**src/rtl/mem_access_unit.sv**
```systemverilog
// mem_access_unit: load/store unit between the M stage and a gnt/rvalid data bus; a misaligned access is either split into two word beats or reported as an address error.
// Latency: an aligned op with immediate gnt and rvalid one cycle later reaches DONE 3 cycles after accept; a split op adds one REQ/RSP pair.
// Backpressure: stall holds the pipeline from accept until DONE; bus fields stay stable while m_data_gnt is low.
// Ports: clk/reset; M-stage request (req_*); pipeline freeze (stall);
//        data bus master (m_data_*); load writeback (wb_*); address exceptions (exc_adel/exc_ades).
module mem_access_unit #(
    parameter int MISALIGN_EN = 1,
    parameter int RD_W        = 5
) (
    input  logic            clk,
    input  logic            reset,
    input  logic            req_valid,
    input  logic [2:0]      req_op,
    input  logic [31:0]     req_addr,
    input  logic [31:0]     req_wdata,
    input  logic [RD_W-1:0] req_rd,
    output logic            stall,
    output logic            m_data_req,
    output logic            m_data_we,
    output logic [31:0]     m_data_addr,
    output logic [3:0]      m_data_byteen,
    output logic [31:0]     m_data_wdata,
    input  logic            m_data_gnt,
    input  logic            m_data_rvalid,
    input  logic [31:0]     m_data_rdata,
    output logic            wb_valid,
    output logic [RD_W-1:0] wb_rd,
    output logic [31:0]     wb_data,
    output logic            exc_adel,
    output logic            exc_ades
);

    localparam logic [2:0] IDLE = 3'd0;
    localparam logic [2:0] REQ0 = 3'd1;
    localparam logic [2:0] RSP0 = 3'd2;
    localparam logic [2:0] REQ1 = 3'd3;
    localparam logic [2:0] RSP1 = 3'd4;
    localparam logic [2:0] DONE = 3'd5;

    localparam logic SPLIT_EN = (MISALIGN_EN != 0);

    logic [2:0]      state_q, state_d;
    logic [2:0]      op_q, op_d;
    logic [31:0]     addr_q, addr_d;
    logic [31:0]     wdata_q, wdata_d;
    logic [RD_W-1:0] rd_q, rd_d;
    logic [31:0]     lo_q, lo_d;
    logic [31:0]     wb_data_q, wb_data_d;
    logic [RD_W-1:0] wb_rd_q, wb_rd_d;

    // Lane mask of the access size, right-aligned.
    function automatic logic [3:0] size_mask(input logic [2:0] op);
        case (op)
            3'b000, 3'b001, 3'b101: size_mask = 4'b0001;
            3'b010, 3'b011, 3'b110: size_mask = 4'b0011;
            default:                size_mask = 4'b1111;
        endcase
    endfunction

    function automatic logic misaligned(input logic [2:0] op, input logic [1:0] off);
        case (op)
            3'b010, 3'b011, 3'b110: misaligned = off[0];
            3'b100, 3'b111:         misaligned = (off != 2'b00);
            default:                misaligned = 1'b0;
        endcase
    endfunction

    // Shift the {hi,lo} lane pair down to the access offset and extend.
    function automatic logic [31:0] load_ext(input logic [2:0] op, input logic [63:0] pair,
                                             input logic [1:0] off);
        logic [31:0] sh;
        sh = 32'(pair >> {off, 3'b000});
        case (op)
            3'b000:  load_ext = {{24{sh[7]}}, sh[7:0]};
            3'b001:  load_ext = {24'b0, sh[7:0]};
            3'b010:  load_ext = {{16{sh[15]}}, sh[15:0]};
            3'b011:  load_ext = {16'b0, sh[15:0]};
            default: load_ext = sh;
        endcase
    endfunction

    logic [1:0]  off;
    logic        is_store;
    logic        cur_mis;
    logic        cur_split;
    logic        cur_exc;
    logic [3:0]  cur_mask;
    logic [7:0]  lane_en;
    logic [31:0] wdata_sized;
    logic [63:0] lane_wd;
    logic        in_req;
    logic        beat1;

    assign off       = addr_q[1:0];
    assign is_store  = op_q[2] & (op_q[1] | op_q[0]);
    assign cur_mis   = misaligned(op_q, off);
    assign cur_split = cur_mis & SPLIT_EN;
    assign cur_exc   = cur_mis & ~SPLIT_EN;
    assign cur_mask  = size_mask(op_q);

    // Byte lanes across two consecutive words; the upper half is beat 1.
    assign lane_en     = {4'b0000, cur_mask} << off;
    // Trim store data to the access size so unused lanes carry zeros.
    assign wdata_sized = wdata_q & {{8{cur_mask[3]}}, {8{cur_mask[2]}},
                                    {8{cur_mask[1]}}, {8{cur_mask[0]}}};
    assign lane_wd     = {32'b0, wdata_sized} << {off, 3'b000};

    assign in_req = (state_q == REQ0) || (state_q == REQ1);
    assign beat1  = (state_q == REQ1);

    always_comb begin
        state_d   = state_q;
        op_d      = op_q;
        addr_d    = addr_q;
        wdata_d   = wdata_q;
        rd_d      = rd_q;
        lo_d      = lo_q;
        wb_data_d = wb_data_q;
        wb_rd_d   = wb_rd_q;
        case (state_q)
            IDLE: begin
                if (req_valid) begin
                    op_d    = req_op;
                    addr_d  = req_addr;
                    wdata_d = req_wdata;
                    rd_d    = req_rd;
                    // Unsplittable misaligned access goes straight to DONE to report the error.
                    if (misaligned(req_op, req_addr[1:0]) && !SPLIT_EN) begin
                        state_d = DONE;
                    end else begin
                        state_d = REQ0;
                    end
                end
            end
            REQ0: if (m_data_gnt) state_d = RSP0;
            RSP0: begin
                if (m_data_rvalid) begin
                    lo_d = m_data_rdata;
                    if (cur_split) begin
                        state_d = REQ1;
                    end else begin
                        state_d = DONE;
                        if (!is_store) begin
                            wb_data_d = load_ext(op_q, {32'b0, m_data_rdata}, off);
                            wb_rd_d   = rd_q;
                        end
                    end
                end
            end
            REQ1: if (m_data_gnt) state_d = RSP1;
            RSP1: begin
                if (m_data_rvalid) begin
                    state_d = DONE;
                    if (!is_store) begin
                        wb_data_d = load_ext(op_q, {m_data_rdata, lo_q}, off);
                        wb_rd_d   = rd_q;
                    end
                end
            end
            DONE:    state_d = IDLE;
            default: state_d = IDLE;
        endcase
    end

    always_ff @(posedge clk or posedge reset) begin
        if (reset) begin
            state_q   <= IDLE;
            op_q      <= '0;
            addr_q    <= '0;
            wdata_q   <= '0;
            rd_q      <= '0;
            lo_q      <= '0;
            wb_data_q <= '0;
            wb_rd_q   <= '0;
        end else begin
            state_q   <= state_d;
            op_q      <= op_d;
            addr_q    <= addr_d;
            wdata_q   <= wdata_d;
            rd_q      <= rd_d;
            lo_q      <= lo_d;
            wb_data_q <= wb_data_d;
            wb_rd_q   <= wb_rd_d;
        end
    end

    // Bus fields are forced to zero outside the request states.
    assign m_data_req    = in_req;
    assign m_data_we     = in_req & is_store;
    assign m_data_addr   = in_req ? ({addr_q[31:2], 2'b00} + (beat1 ? 32'd4 : 32'd0)) : 32'd0;
    assign m_data_byteen = in_req ? (beat1 ? lane_en[7:4] : lane_en[3:0]) : 4'b0000;
    assign m_data_wdata  = (in_req && is_store) ? (beat1 ? lane_wd[63:32] : lane_wd[31:0]) : 32'd0;

    // Reset gates stall so every output reads zero while reset is held.
    assign stall = ~reset & (((state_q != IDLE) && (state_q != DONE)) ||
                             ((state_q == IDLE) && req_valid));

    assign wb_valid = (state_q == DONE) & ~is_store & ~cur_exc;
    assign exc_adel = (state_q == DONE) & cur_exc & ~is_store;
    assign exc_ades = (state_q == DONE) & cur_exc & is_store;
    assign wb_data  = wb_data_q;
    assign wb_rd    = wb_rd_q;

endmodule

```
**config.mk**
```make
export PLATFORM = sky130hd
export DESIGN_NAME = mem_access_unit
export DESIGN_NICKNAME = d
export VERILOG_FILES = /design/src/rtl/mem_access_unit.sv
export SDC_FILE = /design/constraint.sdc
export NUM_CORES = 1
export LEC_CHECK = 0
export CELL_PAD_IN_SITES_DETAIL_PLACEMENT = 1
export CELL_PAD_IN_SITES_GLOBAL_PLACEMENT = 1
export CORE_MARGIN = 5
export CORE_UTILIZATION = 39
export DETAILED_ROUTE_END_ITERATION = 16
export GPL_ROUTABILITY_DRIVEN = 0
export GPL_TIMING_DRIVEN = 0
export PLACE_DENSITY_LB_ADDON = 0.1
export SYNTH_ARGS = -nofsm -noshare
export SYNTH_HDL_FRONTEND = slang
export SYNTH_SLANG_ARGS = --single-unit
```
**constraint.sdc**
```tcl
create_clock -name clk -period 6 [get_ports clk]
set_clock_uncertainty 0.2 [all_clocks]
set_input_delay 0.6 -clock clk [delete_from_list [all_inputs] [get_ports clk]]
set_output_delay 0.6 -clock clk [all_outputs]
set_load 0.02 [all_outputs]
```
**Yosys cells after proc, flatten, opt, wreduce, memory -nomap -nowiden**

Cells that the tools add are included.
Widths: inputs -> output; s select.

- Bits in registers: 144
- Bits of input ports: 109
- Output and inout port bits: 111
- Word-level logic and storage cells: 88

- Add/sub/neg operators: 1
- Eq/ne operators: 21
- Shifts and indexed selects: 4
- Multiplexer cells: 28
- Bitwise logic cells: 8
- Reduce and logical (&&, ||, !) cells: 18

Operator list:

| cell | number |
|---|---|
| $mux 32 | 8 |
| $pmux 32 s4 | 2 |
| $pmux 32 s2 | 1 |
| $shl 32x5->64 | 1 |
| $shr 64x5->32 | 1 |
| $add 32x3->32 | 1 |
| $and 32x32->32 | 1 |
| $shr 32x5->32 | 1 |
| $mux 3 | 7 |
| $mux 5 | 4 |
| $eq 3x3->1 const B | 6 |
| $ne 2x2->1 const B | 8 |
| $pmux 3 s5 | 1 |
| $eq 3x2->1 const B | 4 |
| $pmux 5 s2 | 1 |
| $mux 4 | 2 |
| $pmux 4 s2 | 1 |
| $shl 4x2->8 | 1 |
| $eq 3x1->1 const B | 2 |
| $logic_not 3->1 | 2 |
| $reduce_and 6->1 | 1 |
| $reduce_or 3->1 | 2 |
| $reduce_and 5->1 | 1 |
| $and 1x1->1 | 4 |
| other kinds (11) | 17 |

**Longest topological paths before layout**

- Word-level depth: 7
- Mapped depth: 12
- Depth with buffers taken out: 9

**Worst setup path after synthesis**

No wires, ideal clock.

- Path type: reg-to-output
- From: register state_q[2]
- To: output port m_data_addr[22]
- Arrival: 2.755 ns
- Data required time: 5.200 ns
- Setup slack: 2.445 ns
- Stages on the path, launching flop included: 12
- Path buffers: 2
- Cells stage by stage: dfrtp_1 buf_2 nand2b_1 nor2_1 clkbuf_1 ha_1 ha_1 nand3_1 nor2_1 nand4_1 xor2_1 nor2_1

- Word-level cells in the longest chain between the ends: 4
- Elaborated cells between the ends (all ways): 6
- Classes of those cells: add/sub (1); eq/ne (2); mux (2); reduce/logical (1)

RTL lines:

| element | RTL line | text |
|---|---|---|
| start, declared | 42 | `logic [2:0] state_q, state_d;` |
| start signal, assigned | 176 | `state_q <= state_d;` |
| $eq 3x2->1 | 108, 109 |  |
| $mux 3 | 190 | `assign m_data_addr = in_req ? ({addr_q[31:2], 2'b00} + (beat1 ? 32'd4 : 32'd0)) : 32'd0;` |
| $add 32x3->32 | 190 |  |
| $mux 32 * | 190 |  |
| end, declared | 20 | `output logic [31:0] m_data_addr,` |

Every way passes the cells marked *; elsewhere a longest branch is shown, timed or not.

**Worst setup path in the final report**

- From: register state_q[2]
- To: output port m_data_addr[24]

The elaborated chain is that of the path after synthesis.

==> summary.md <==
| Metric | Value |
|---|---|
| Post-DP HPWL | `26,300 um` |
| Setup TNS | `0 ps` |
| H-Tree Depth | `4` |
| Initial antenna violation count | `1` |
| EDFF count, synth | `0` |
| Critical path fanouts, max | `10` |
| Commonest cells in the netlist | `dfrtp_1 (144), mux2_2 (113), nand2_1 (73)` |
| Largest net degree at the start of global routing | `84` |
| Register area | `3600 um2` |
| Placement Setup Slack | `1070 ps` |
| Post-synth top area cell | `dfrtp_1` |
| Count of warnings emitted by yosys | `0` |
| Peak supply drop | `0.212 mV` |
| Synth Instances | `a little over 900` |
| Routed wire per std cell | `24.0 um` |
| Fillcell total | `2,599` |
| Setup Crit Path Kind | `register to output port` |
| Top-count cell post-synth | `dfrtp_1` |
| CTS Buffer Depth | `2` |
| Final net count | `between 1,000 and 1,500` |
| Synthesized area | `9190 um2` |
| Number of vias per cell | `a little under 6` |
| Critical path startpoint category | `register` |
| Slew HR | `29.9%` |
| First-pass GRT wire length | `around 54,000 um` |
| Critical Path Max Stage Delay | `610 ps` |
| Pwr dens | `~560 nW/um2` |
| Crit end category | `output port` |
| Avg Inst Size Synth | `10.1 um2` |
| Initial Util | `39.4%` |
| Hold Violations, Final | `0` |
| Synth Flop Type | `dfrtp_1` |
| Synth Register Bits | `144` |
| GRT overflow | `0` |
| CP Buf/Inv Count | `3` |
| Area grow syn2layout | `35.2%` |
| Root Driver | `clkbuf_16` |
| Fmax | `0.185 GHz` |
| Initial detailed-routing violation count | `613` |
| Crit-path most repeated cell | `nor2_1` |
| Leakage | `a little under 5 nW` |
| Share of the synthesized area in the top cell type | `39.2%` |
| CTS Sinks | `144` |
| CP Cell Sequence | `buf_2 > nand2b_1 > nor2_1 > clkbuf_1 > ha_1 > ha_1 > nand3_1 > nor2_1 > nand3_1 > xor2_1 > nor2_1 > clkdlybuf4s50_1` |
| Worst Reg-to-Reg Cells | `6` |
| # resized after CTS | `0` |
| WL final | `roughly 36,000 um` |
| TritonRoute pass-1 iters | `7` |
| Sequential element share of the synthesized area | `roughly two fifths` |
| Worst-Skew Late Latency | `440 ps` |
| Num CTS Buffers | `17` |
| Crit path arrival time | `~4600 ps` |
| Max-slew violations | `0` |
| Die height | `164 um` |
| Worst Max-Slew Pin Slew | `about 1000 ps` |
| Worst r2r dst | `wb_data[16]$_DFFE_PP0P_` |
| Die area | `26,700 um2` |
| Buffers on Ports | `215` |
| Global router's overall resource usage | `approximately a quarter` |
| Core ar. | `23,300 um2` |
| Final worst setup slack | `590 ps` |
| # rows | `56` |
| Final non-filler cell total | `1,482` |
| Crit path max-delay family | `simple AND/OR/NAND/NOR gates` |
| Die W | `approximately 160 um` |
| Async SR Flop Fraction | `100%` |
| R2R Path Start | `op_q[0]$_DFFE_PP0P_` |
| Layout cells sized above 1 | `about 18%` |
| RSZ-0062 raised after global routing | `false` |
| # setup viols final | `0` |
| Footprint of the multi-input gates | `between 5000 and 6000 um2` |
| Req. time, crit path | `5200 ps` |
| Crit-path slowest cell | `clkdlybuf4s50_1` |
| CP Launch Point | `state_q[2]$_DFFE_PP0P_` |
| Antenna diode count | `0` |
| Outcome | `finished, final reports clean` |
| Routed Antenna Nets | `0` |
| CTS tree | `built` |
| Crit share post-route | `approximately nine tenths` |
| DP Cell Count | `around 1,500` |
| MaxCap Viol Count | `0` |
| Hold crit path type | `input port to async pin` |
| DR vias | `about 8,700` |
| DRC Markers | `0` |
| # Post-CTS Setup Buffers | `0` |
| Hold Buf Count CTS | `0` |
| Area contributors post-synth | `dfrtp_1 (39%), mux2_2 (14%), mux2i_1 (7.3%)` |
| I/O pin total | `220` |
| CTS clk-pin slew, worst paths | `70 ps` |
| Tmin final | `5410 ps` |
| Synth cell types | `62` |
| Vias in the first global route | `9,332` |
| Internal reg-to-reg setup slack | `2960 ps` |
[worst max-delay path by stage]
stage | end | slack, ps | depth (start not counted)
3_3_place_gp | wb_data[25]$_DFFE_PP0P_ | -990 | 2
3_5_place_dp | m_data_addr[24] | 1070 | 13
5_1_grt | m_data_addr[26] | 340 | 13
4_1_cts | m_data_addr[24] | 570 | 12
6_report | m_data_addr[24] | 590 | 12
2_1_floorplan | addr_q[0]$_DFFE_PP0P_ | 1330 | 1
[layout make-up]
type	count	area share, %
clock inverters	13	1.51
well taps	319	3.21
clock buffers	17	3.42
inverters	9	0.312
plain buffers	81	3.21
flip-flops and latches	144	29.0
repair buffers	217	17.8
multi-input cells	682	41.6
[metal layers]
layer  global-route usage, %  up-vias  share of wire, %  wire length [um]
met5                       0        -             0.051                18
li1                        -     3865                 -                 -
met3                    5.55       88               6.9              2440
met1                    33.0     4318                40             14200
met4                    10.4        2               3.5              1230
met2                    45.4      386                50             17700
[power by group]
group,switching [mW],internal (mW),leakage (nW)
clock network,0.455,0.693,0.292
logic,2.23,1.73,2.91
registers,0.437,1.44,1.75
[cell families after synthesis]
logic type,synth area share (%)
AOI/OAI and AO/OA,15.0
xor gates and xnor gates,2.86
adders and majority gates,0.272
buffers and inverters,4.71
DFF,39.2
muxes,25.0
other,0.0408
and+or+nand+nor,12.9
[metrics by stage]
step	total power [mW]	area, um2	hold slack (ps)	util [%]
after floorplan	4.32	9200	274	-
after global placement	5.71	11800	262	50.4
after detailed placement	5.81	11800	268	50.6
after CTS	7.00	12400	264	53.3
after global routing	7.38	12400	285	53.3
final	6.99	12400	260	53.3
[state kept, by name, indices dropped and copies added, names as in the netlist]
name / flops
lo_q: 32
wdata_q: 32
addr_q: 32
op_q: 3
wb_data: 32
wb_rd: 5
rd_q: 5
state_q: 3
[placed cells by master, fill, tap and decap left out, drive strengths merged, types with 4 or more instances in the layout]
cell	count
mux2	113
inv	11
nor3	20
and2	5
xnor2	8
nand4	12
o21ai	44
nand2b	5
a21o	14
clkbuf	48
clkinv	4
conb	4
a311oi	5
clkdlybuf4s50	215
nand3b	7
mux4	15
nand3	27
nor2	64
a22o	19
nand2	73
o211ai	7
buf	52
and3	10
a21oi	49
nor4	8
bufinv	4
a221oi	8
mux2i	67
o22ai	10
o221ai	16
a31oi	6
a22oi	9
xor2	22
dfrtp	144
No activity file was read; power rests on OpenSTA's default activity.
